==> config.mk <==
export PLATFORM = sky130hd
export DESIGN_NAME = arith_rr_scheduler
export DESIGN_NICKNAME = d
export VERILOG_FILES = /design/src/rtl/arith_rr_scheduler.sv
export SDC_FILE = /design/constraint.sdc
export NUM_CORES = 1
export LEC_CHECK = 0
export ABC_AREA = 1
export CORE_AREA = 2 2 171 173
export CTS_CLUSTER_SIZE = 12
export DETAILED_ROUTE_END_ITERATION = 8
export DIE_AREA = 0 0 173 175
export PLACE_DENSITY = 0.64
export REMOVE_ABC_BUFFERS = 1
export SYNTH_ARGS = -nofsm -noshare
export SYNTH_HDL_FRONTEND = slang
export SYNTH_SLANG_ARGS = --single-unit
==> constraint.sdc <==
create_clock -name clk -period 7.29 [get_ports clk]
set_input_delay 1.0935 -clock clk [delete_from_list [all_inputs] [get_ports clk]]
set_output_delay 1.0935 -clock clk [all_outputs]
set_load 0.1 [all_outputs]
==> src/rtl/arith_rr_scheduler.sv <==
// Purpose: round-robin share of one combinational arithmetic unit among NREQ requesters.
// Latency: accept at edge t -> rsp_valid after edge t+1; 1 op/cycle with rsp_ready high.
// Backpressure: stalled result holds both stages; a new request is taken only while the issue stage can move.
module arith_rr_scheduler #(
  parameter int BW   = 32,
  parameter int NREQ = 4,
  parameter int IDW  = 2,
  parameter int CW   = 16
) (
  input  logic                 clk,
  input  logic                 rst,
  input  logic [NREQ-1:0]      req_valid,
  output logic [NREQ-1:0]      req_ready,
  input  logic [4*NREQ-1:0]    req_mode,
  input  logic [BW*NREQ-1:0]   req_a,
  input  logic [BW*NREQ-1:0]   req_b,
  output logic [3:0]           alu_mode,
  output logic [BW-1:0]        alu_a,
  output logic [BW-1:0]        alu_b,
  input  logic [BW-1:0]        alu_out,
  output logic                 rsp_valid,
  input  logic                 rsp_ready,
  output logic [IDW-1:0]       rsp_id,
  output logic [BW-1:0]        rsp_data,
  output logic                 rsp_err,
  output logic                 busy,
  output logic [CW-1:0]        ops_done
);

  // issue stage registers (they drive the arithmetic unit directly)
  logic           iss_valid;
  logic [3:0]     iss_mode;
  logic [BW-1:0]  iss_a;
  logic [BW-1:0]  iss_b;
  logic [IDW-1:0] iss_id;
  logic [IDW-1:0] rr_ptr;

  logic res_load;
  logic iss_load;
  logic accept;
  logic rsp_fire;

  // arbitration helpers
  logic [NREQ-1:0] rot_valid;
  logic [NREQ-1:0] rot_gnt;
  logic [IDW:0]    rot_pos;
  logic [IDW:0]    gnt_sum;
  logic [IDW-1:0]  gnt_idx;
  logic [IDW-1:0]  nxt_ptr;
  logic            any_valid;
  logic [3:0]      sel_mode;
  logic [BW-1:0]   sel_a;
  logic [BW-1:0]   sel_b;

  assign res_load = iss_valid && (!rsp_valid || rsp_ready);
  assign iss_load = !iss_valid || res_load;
  assign rsp_fire = rsp_valid && rsp_ready;

  // Rotate so the pointer position sits at bit 0, then isolate the lowest
  // asserted request; its distance from the pointer gives the winner.
  assign rot_valid = NREQ'({req_valid, req_valid} >> rr_ptr);
  assign rot_gnt   = rot_valid & (~rot_valid + NREQ'(1));
  assign rot_pos   = (IDW+1)'($countones(rot_gnt - NREQ'(1)));
  assign any_valid = |req_valid;
  assign gnt_sum   = {1'b0, rr_ptr} + rot_pos;
  assign gnt_idx   = (gnt_sum >= (IDW+1)'(NREQ)) ? IDW'(gnt_sum - (IDW+1)'(NREQ))
                                                 : IDW'(gnt_sum);
  assign nxt_ptr   = (gnt_idx == IDW'(NREQ-1)) ? '0 : gnt_idx + IDW'(1);

  // operand select of the winning requester from the flattened buses
  assign sel_mode = 4'(req_mode >> (4 * gnt_idx));
  assign sel_a    = BW'(req_a >> (BW * gnt_idx));
  assign sel_b    = BW'(req_b >> (BW * gnt_idx));

  assign req_ready = (!rst && iss_load && any_valid) ? (NREQ'(1) << gnt_idx) : '0;
  assign accept    = |req_ready;

  assign alu_mode = iss_mode;
  assign alu_a    = iss_a;
  assign alu_b    = iss_b;
  assign busy     = iss_valid || rsp_valid;

  // issue stage: capture the granted request and advance the RR pointer
  always_ff @(posedge clk or posedge rst) begin
    if (rst) begin
      iss_valid <= 1'b0;
      iss_mode  <= '0;
      iss_a     <= '0;
      iss_b     <= '0;
      iss_id    <= '0;
      rr_ptr    <= '0;
    end else if (accept) begin
      iss_valid <= 1'b1;
      iss_mode  <= sel_mode;
      iss_a     <= sel_a;
      iss_b     <= sel_b;
      iss_id    <= gnt_idx;
      rr_ptr    <= nxt_ptr;
    end else if (res_load) begin
      iss_valid <= 1'b0;
    end
  end

  // result stage: register the unit output; held stable while stalled
  always_ff @(posedge clk or posedge rst) begin
    if (rst) begin
      rsp_valid <= 1'b0;
      rsp_id    <= '0;
      rsp_data  <= '0;
      rsp_err   <= 1'b0;
    end else if (res_load) begin
      rsp_valid <= 1'b1;
      rsp_id    <= iss_id;
      rsp_data  <= alu_out;
      rsp_err   <= (iss_mode > 4'b0011) || ((iss_mode == 4'b0011) && (iss_b == '0));
    end else if (rsp_fire) begin
      rsp_valid <= 1'b0;
    end
  end

  // completed-handshake counter, wraps naturally
  always_ff @(posedge clk or posedge rst) begin
    if (rst) begin
      ops_done <= '0;
    end else if (rsp_fire) begin
      ops_done <= ops_done + CW'(1);
    end
  end

endmodule

== Word-level counts from Yosys, hierarchy flattened ==
Cells that the tools add are included.

* Equality and inequality tests: 2
* Bitwise gates (word level): 2
* Magnitude comparators: 2
* Muxes and demuxes: 7
* Add/subtract/negate cells: 9
* Shift operators: 5
* Reduce and logical (&&, ||, !) cells: 17

{| class="wikitable"
|+ Operators with widths
! operator !! number
|-
| $shr 128x7->32 || 2
|-
| $logic_not 32->1 || 1
|-
| $add 16x1->16 const B || 1
|-
| $shr 16x4->4 || 1
|-
| $reduce_or 4->1 || 2
|-
| $shr 8x2->4 || 1
|-
| $logic_and 1x1->1 || 5
|-
| $add 1x1->2 || 2
|-
| $add 4x1->4 const B || 1
|-
| $and 4x4->4 || 1
|-
| $eq 4x2->1 const B || 1
|-
| $gt 4x2->1 const B || 1
|-
| $logic_or 1x1->1 || 4
|-
| $mux 1 || 4
|-
| $mux 2 || 2
|-
| $mux 4 || 1
|-
| $not 4->4 || 1
|-
| $reduce_bool 2->1 || 2
|-
| $shl 1x2->4 const A || 1
|-
| $sub 4x1->4 const B || 1
|-
| $add 2x2->3 || 1
|-
| $add 2x3->3 || 1
|-
| $ge 3x3->1 const B || 1
|-
| $logic_not 1->1 || 3
|-
| 3 further kinds || 3
|}

* Bits in registers: 125
* Word-level logic and storage cells: 55
* Output and inout port bits: 125

== Logic depth before layout (Yosys ltp) ==
* Depth in word-level cells: 14
* Gate-level depth with buffers: 19
* Mapped depth without buffers: 17

== Worst setup path before layout ==
Ideal clock, no wire load.

* Path type: input-to-output
* Start point: input rst
* End point: output req_ready[0]
* Setup slack: -0.147 ns
* Arrival: 6.343 ns
* Required time: 6.196 ns
* Cell stages on the path: 5
* Cell sequence: inv_1 > nand2_1 > nor2_2 > inv_1 > nor3_1

* Word-level cells in the longest chain between the ends: 4

{| class="wikitable"
|+ RTL lines
! element !! line !! text
|-
| from (decl) || 11 || <nowiki>input logic rst,</nowiki>
|-
| $logic_not 1->1 (no source line) || - ||
|-
| $logic_and 1x1->1 (2 in a row) || 75 || <nowiki>assign req_ready = (!rst && iss_load && any_valid) ? (NREQ'(1) << gnt_idx) : '0;</nowiki>
|-
| $mux 4 || 75 ||
|-
| to (decl) || 13 || <nowiki>output logic [NREQ-1:0] req_ready,</nowiki>
|}

No other way between the ends.

== Final worst setup path ==
* Start point: input req_valid[0]
* End point: output req_ready[3]

* Word-level cells in the longest chain between the ends: 12
* Elaborated cells on any way between the ends: 16
* Classes of those cells: add/sub (7); order compare (1); shift (2); mux (2); bitwise (2); reduce/logical (2)

{| class="wikitable"
|+ RTL lines
! element !! line !! text
|-
| from (decl) || 12 || <nowiki>input logic [NREQ-1:0] req_valid,</nowiki>
|-
| $shr 8x2->4 || 61 || <nowiki>assign rot_valid = NREQ'({req_valid, req_valid} >> rr_ptr);</nowiki>
|-
| $not 4->4 || 62 || <nowiki>assign rot_gnt = rot_valid & (~rot_valid + NREQ'(1));</nowiki>
|-
| $add 4x1->4 || 62 ||
|-
| $and 4x4->4 || 62 ||
|-
| $sub 4x1->4 || 63 || <nowiki>assign rot_pos = (IDW+1)'($countones(rot_gnt - NREQ'(1)));</nowiki>
|-
| $add 1x1->2 || 63 ||
|-
| $add 2x2->3 || 63 ||
|-
| $add 2x3->3 || 65 || <nowiki>assign gnt_sum = {1'b0, rr_ptr} + rot_pos;</nowiki>
|-
| $ge 3x3->1 / $sub 2x1->2 (equally long branches) || 66 || <nowiki>assign gnt_idx = (gnt_sum >= (IDW+1)'(NREQ)) ? IDW'(gnt_sum - (IDW+1)'(NREQ))</nowiki>
|-
| $mux 2 || 66 ||
|-
| $shl 1x2->4 || 75 ||
|-
| $mux 4 (*) || 75 ||
|}

Mark *: on every way between the ends. The rest lies on a longest branch, timed or not.

==> impl_metrics.py <==
metrics = {
    "global_route": {
        "grt_pass1_wl_mm": 47.69,
        "antenna_found_initial": 3,
        "grt_overflow": 0,
        "grt_pass1_vias": 8837,
        "grt_max_degree": 85,
        "grt.total_usage": 0.1967,
    },
    "worst_setup_path": {
        "required_ns": 6.20,
        "end_kind": "primary output",
        "setup.worst_path.start_class": "input port",
        "path_class": "in2out",
        "worstPathArrival_ns": 5.11,
        "crit_path_max_fanout": 57,
    },
    "placed_design": {
        "place_area_sq_um": 12480,
        "gp_routability_congestion": 0.8404,
        "hpwl_mm": 22.03,
        "io_buffers": 435,
    },
    "clock_network": {
        "cts_tree": "built",
        "ctsHtreeMaxLevel": 4,
        "post_cts_resized": 0,
        "clockRootBuffer": "clkbuf_16",
        "clk_pin_slew_ns": 0.06,
        "numCtsBuffers": 17,
        "clk_latency_ns": 0.41,
        "clockBufferDepth": 2,
        "cts.sinks": 125,
        "post_cts_buffers": 0,
        "ctsHoldBuffers": 0,
    },
    "die": {
        "ios": 436,
        "rows": 62,
        "die_area_sq_um": 30280,
        "die_w_microns": 173,
        "core_sq_um": 28390,
        "die_y_microns": 175,
        "initial_core_util": 0.2819,
    },
    "finish": {
        "ff_latch_area_sq_um": 3128,
        "layout-drive-gt1-share": 0.03408,
        "final_cell_area_sq_um": 13120,
        "multi_input_area_sq_um": 4339,
        "nets": 2005,
        "fillCellCount": 2926,
        "syn2layout_area_growth_pct": 63.87,
        "utilization": 0.4620,
    },
    "routing": {
        "num_vias": 9226,
        "remaining_drc_errors": 0,
        "detail-route-antenna-nets": 0,
        "viasPerCell": 4.419,
        "wl_per_cell_microns": 14.61,
        "initialDrtViolationCount": 401,
        "wl_mm": 30.50,
        "drt_first_pass_iters": 5,
    },
    "logic_synthesis": {
        "synth.area.top_cells": "nand2_1 43%, dfrtp_1 39%, nand3_1 4.9%, buf_2 2.1%, nor2_1 1.8%",
        "yosysTopAreaCell": "nand2_1",
        "synthesis.area_sq_um": 8004,
        "synth_warnings": 0,
        "synth_seq_area_share": 0.3908,
        "synthCells": 1303,
        "synth-seq-cells": 125,
        "yosysUniqueCellTypes": 31,
        "yosys.area.top_type_share": 0.4272,
        "synth_area_per_cell_sq_um": 6.143,
    },
    "sta": {
        "fmax_ghz": 0.1611,
        "fin_crit_ns": 6.207,
        "final_max_slew_viol_count": 0,
        "rsz0062_at_grt": "no",
        "worstMarginPinSlew_ns": 1.077,
        "hold_viol_final": 0,
        "finalCritPeriodShare": 0.8514,
        "max_slew_margin": 0.2801,
        "setup_viol": 0,
        "finClkSkew_ns": 0.01224,
    },
    "min_path": {
        "hp-class": "reg2reg",
    },
    "job": {
        "cap_violations": 0,
    },
    "status": {
        "status": "complete, no violations",
    },
}
worst max-delay path, stage by stage:
cell and delay (ns):
clkdlybuf4s50_1 0.47, inv_1 0.06, nand2_1 0.05, o21ai_0 0.08
nand2_1 0.08, nand2_1 0.07, and3_1 0.16, fa_1 0.47
inv_1 0.06, fa_4 0.82, buf_4 0.48, inv_4 0.40
ha_1 0.39, inv_1 0.07, nor2_1 0.05, buf_4 0.23
cells in the mapped netlist:
cell type and n:
a21oi_1 1, clkinv_1 2, nand3_1 79, buf_2 33, fa_1 2, ha_1 3, xor2_2 1, nor2_1 38
dfrtp_1 125, o21ai_0 6, buf_4 9, xnor2_2 1, xor2_1 5, buf_1 8, buf_6 11, nor2_2 1
inv_2 2, or2_2 1, nand2_1 911, o211ai_1 1, and3_1 1, nand4_1 5, clkbuf_1 15, nand2_4 1
nand2_2 3, nor3_1 3, nand3b_1 1, o21ai_2 1, inv_1 27, xnor2_1 5, a21boi_0 1
kinds of logic after synthesis:
family	share of synthesized area
xor+xnor	0.01501
buf+inv	0.06988
simple gates	0.5073
flops	0.3908
fa+ha+maj	0.009693
compound gates	0.007348
per-layer routing:
layer	wire length (microns)	share of wire	vias to the layer above	global-route usage
met5	13	0.00043	-	0
met4	627	0.021	2	0.05049
met3	2299	0.075	36	0.05809
met2	15200	0.50	328	0.3527
met1	12360	0.41	4148	0.2290
li1	-	-	4712	-
layout by cell type, fill, tap and decap left out, types with 2 or more instances in the layout:
master / Yosys / routed
dfrtp_1: 125 / 125
inv_8: 0 / 4
nand2_1: 911 / 910
inv_1: 27 / 26
buf_4: 9 / 11
xnor2_1: 5 / 5
inv_2: 2 / 2
inv_6: 0 / 5
nand3_1: 79 / 79
bufinv_16: 0 / 3
ha_1: 3 / 3
nand4_1: 5 / 5
nor3_1: 3 / 3
nor2_1: 38 / 38
nand2_4: 1 / 2
clkinvlp_4: 0 / 2
clkbuf_16: 0 / 17
diode_2: 0 / 2
xor2_1: 5 / 5
clkdlybuf4s50_1: 0 / 432
nand2_2: 3 / 3
o21ai_0: 6 / 6
registers in the layout (all words and copies together) (netlist names):
name,count
alu_a,32
rr_ptr,2
iss_valid,1
alu_b,32
rsp_err,1
alu_mode,4
ops_done,16
rsp_valid,1
rsp_id,2
rsp_data,32
iss_id,2
through the flow:
stage          worst slack (ns)  setup TNS, ns  cells  hold slack [ns]
5_1_grt                  0.8301              0   2087           0.5002
6_report                  1.083              0   2088           0.4759
2_1_floorplan            -4.426        -307.58   1227           0.4425
3_5_place_dp              1.101              0   2054           0.4635
4_1_cts                   1.094              0   2086           0.4801
3_3_place_gp              1.116              0   2054           0.4610
layout make-up:
class / count / area share
clock buffers: 18 / 0.03348
inverters: 31 / 0.009444
clock inverters: 14 / 0.01479
repair buffers: 443 / 0.3360
multi-input cells: 1071 / 0.3308
diodes: 2 / 0.0003816
well taps: 384 / 0.03663
flip-flops and latches: 125 / 0.2385
path summary, 6_finish.rpt:
| kind | slack (ns) | cells after the start | startpoint | to |
|---|---|---|---|---|
| max | 1.08 | 16 | req_valid[0] | req_ready[3] |
| min | 0.48 | 2 | iss_id[0] | rsp_id[0] |
| max reg2reg | 2.26 | 13 | rr_ptr[0] | iss_id[1] |
| min reg2reg | 0.48 | 2 | iss_id[0] | rsp_id[0] |
| max in group asynchronous | 4.84 | 3 | rst | rsp_err |
| min in group asynchronous | 1.13 | 2 | rst | rsp_valid |
Power of run 1 is left out: the tool's default activity adds up to more than one toggle a clock period on the data nets, which glitch-free logic cannot reach.
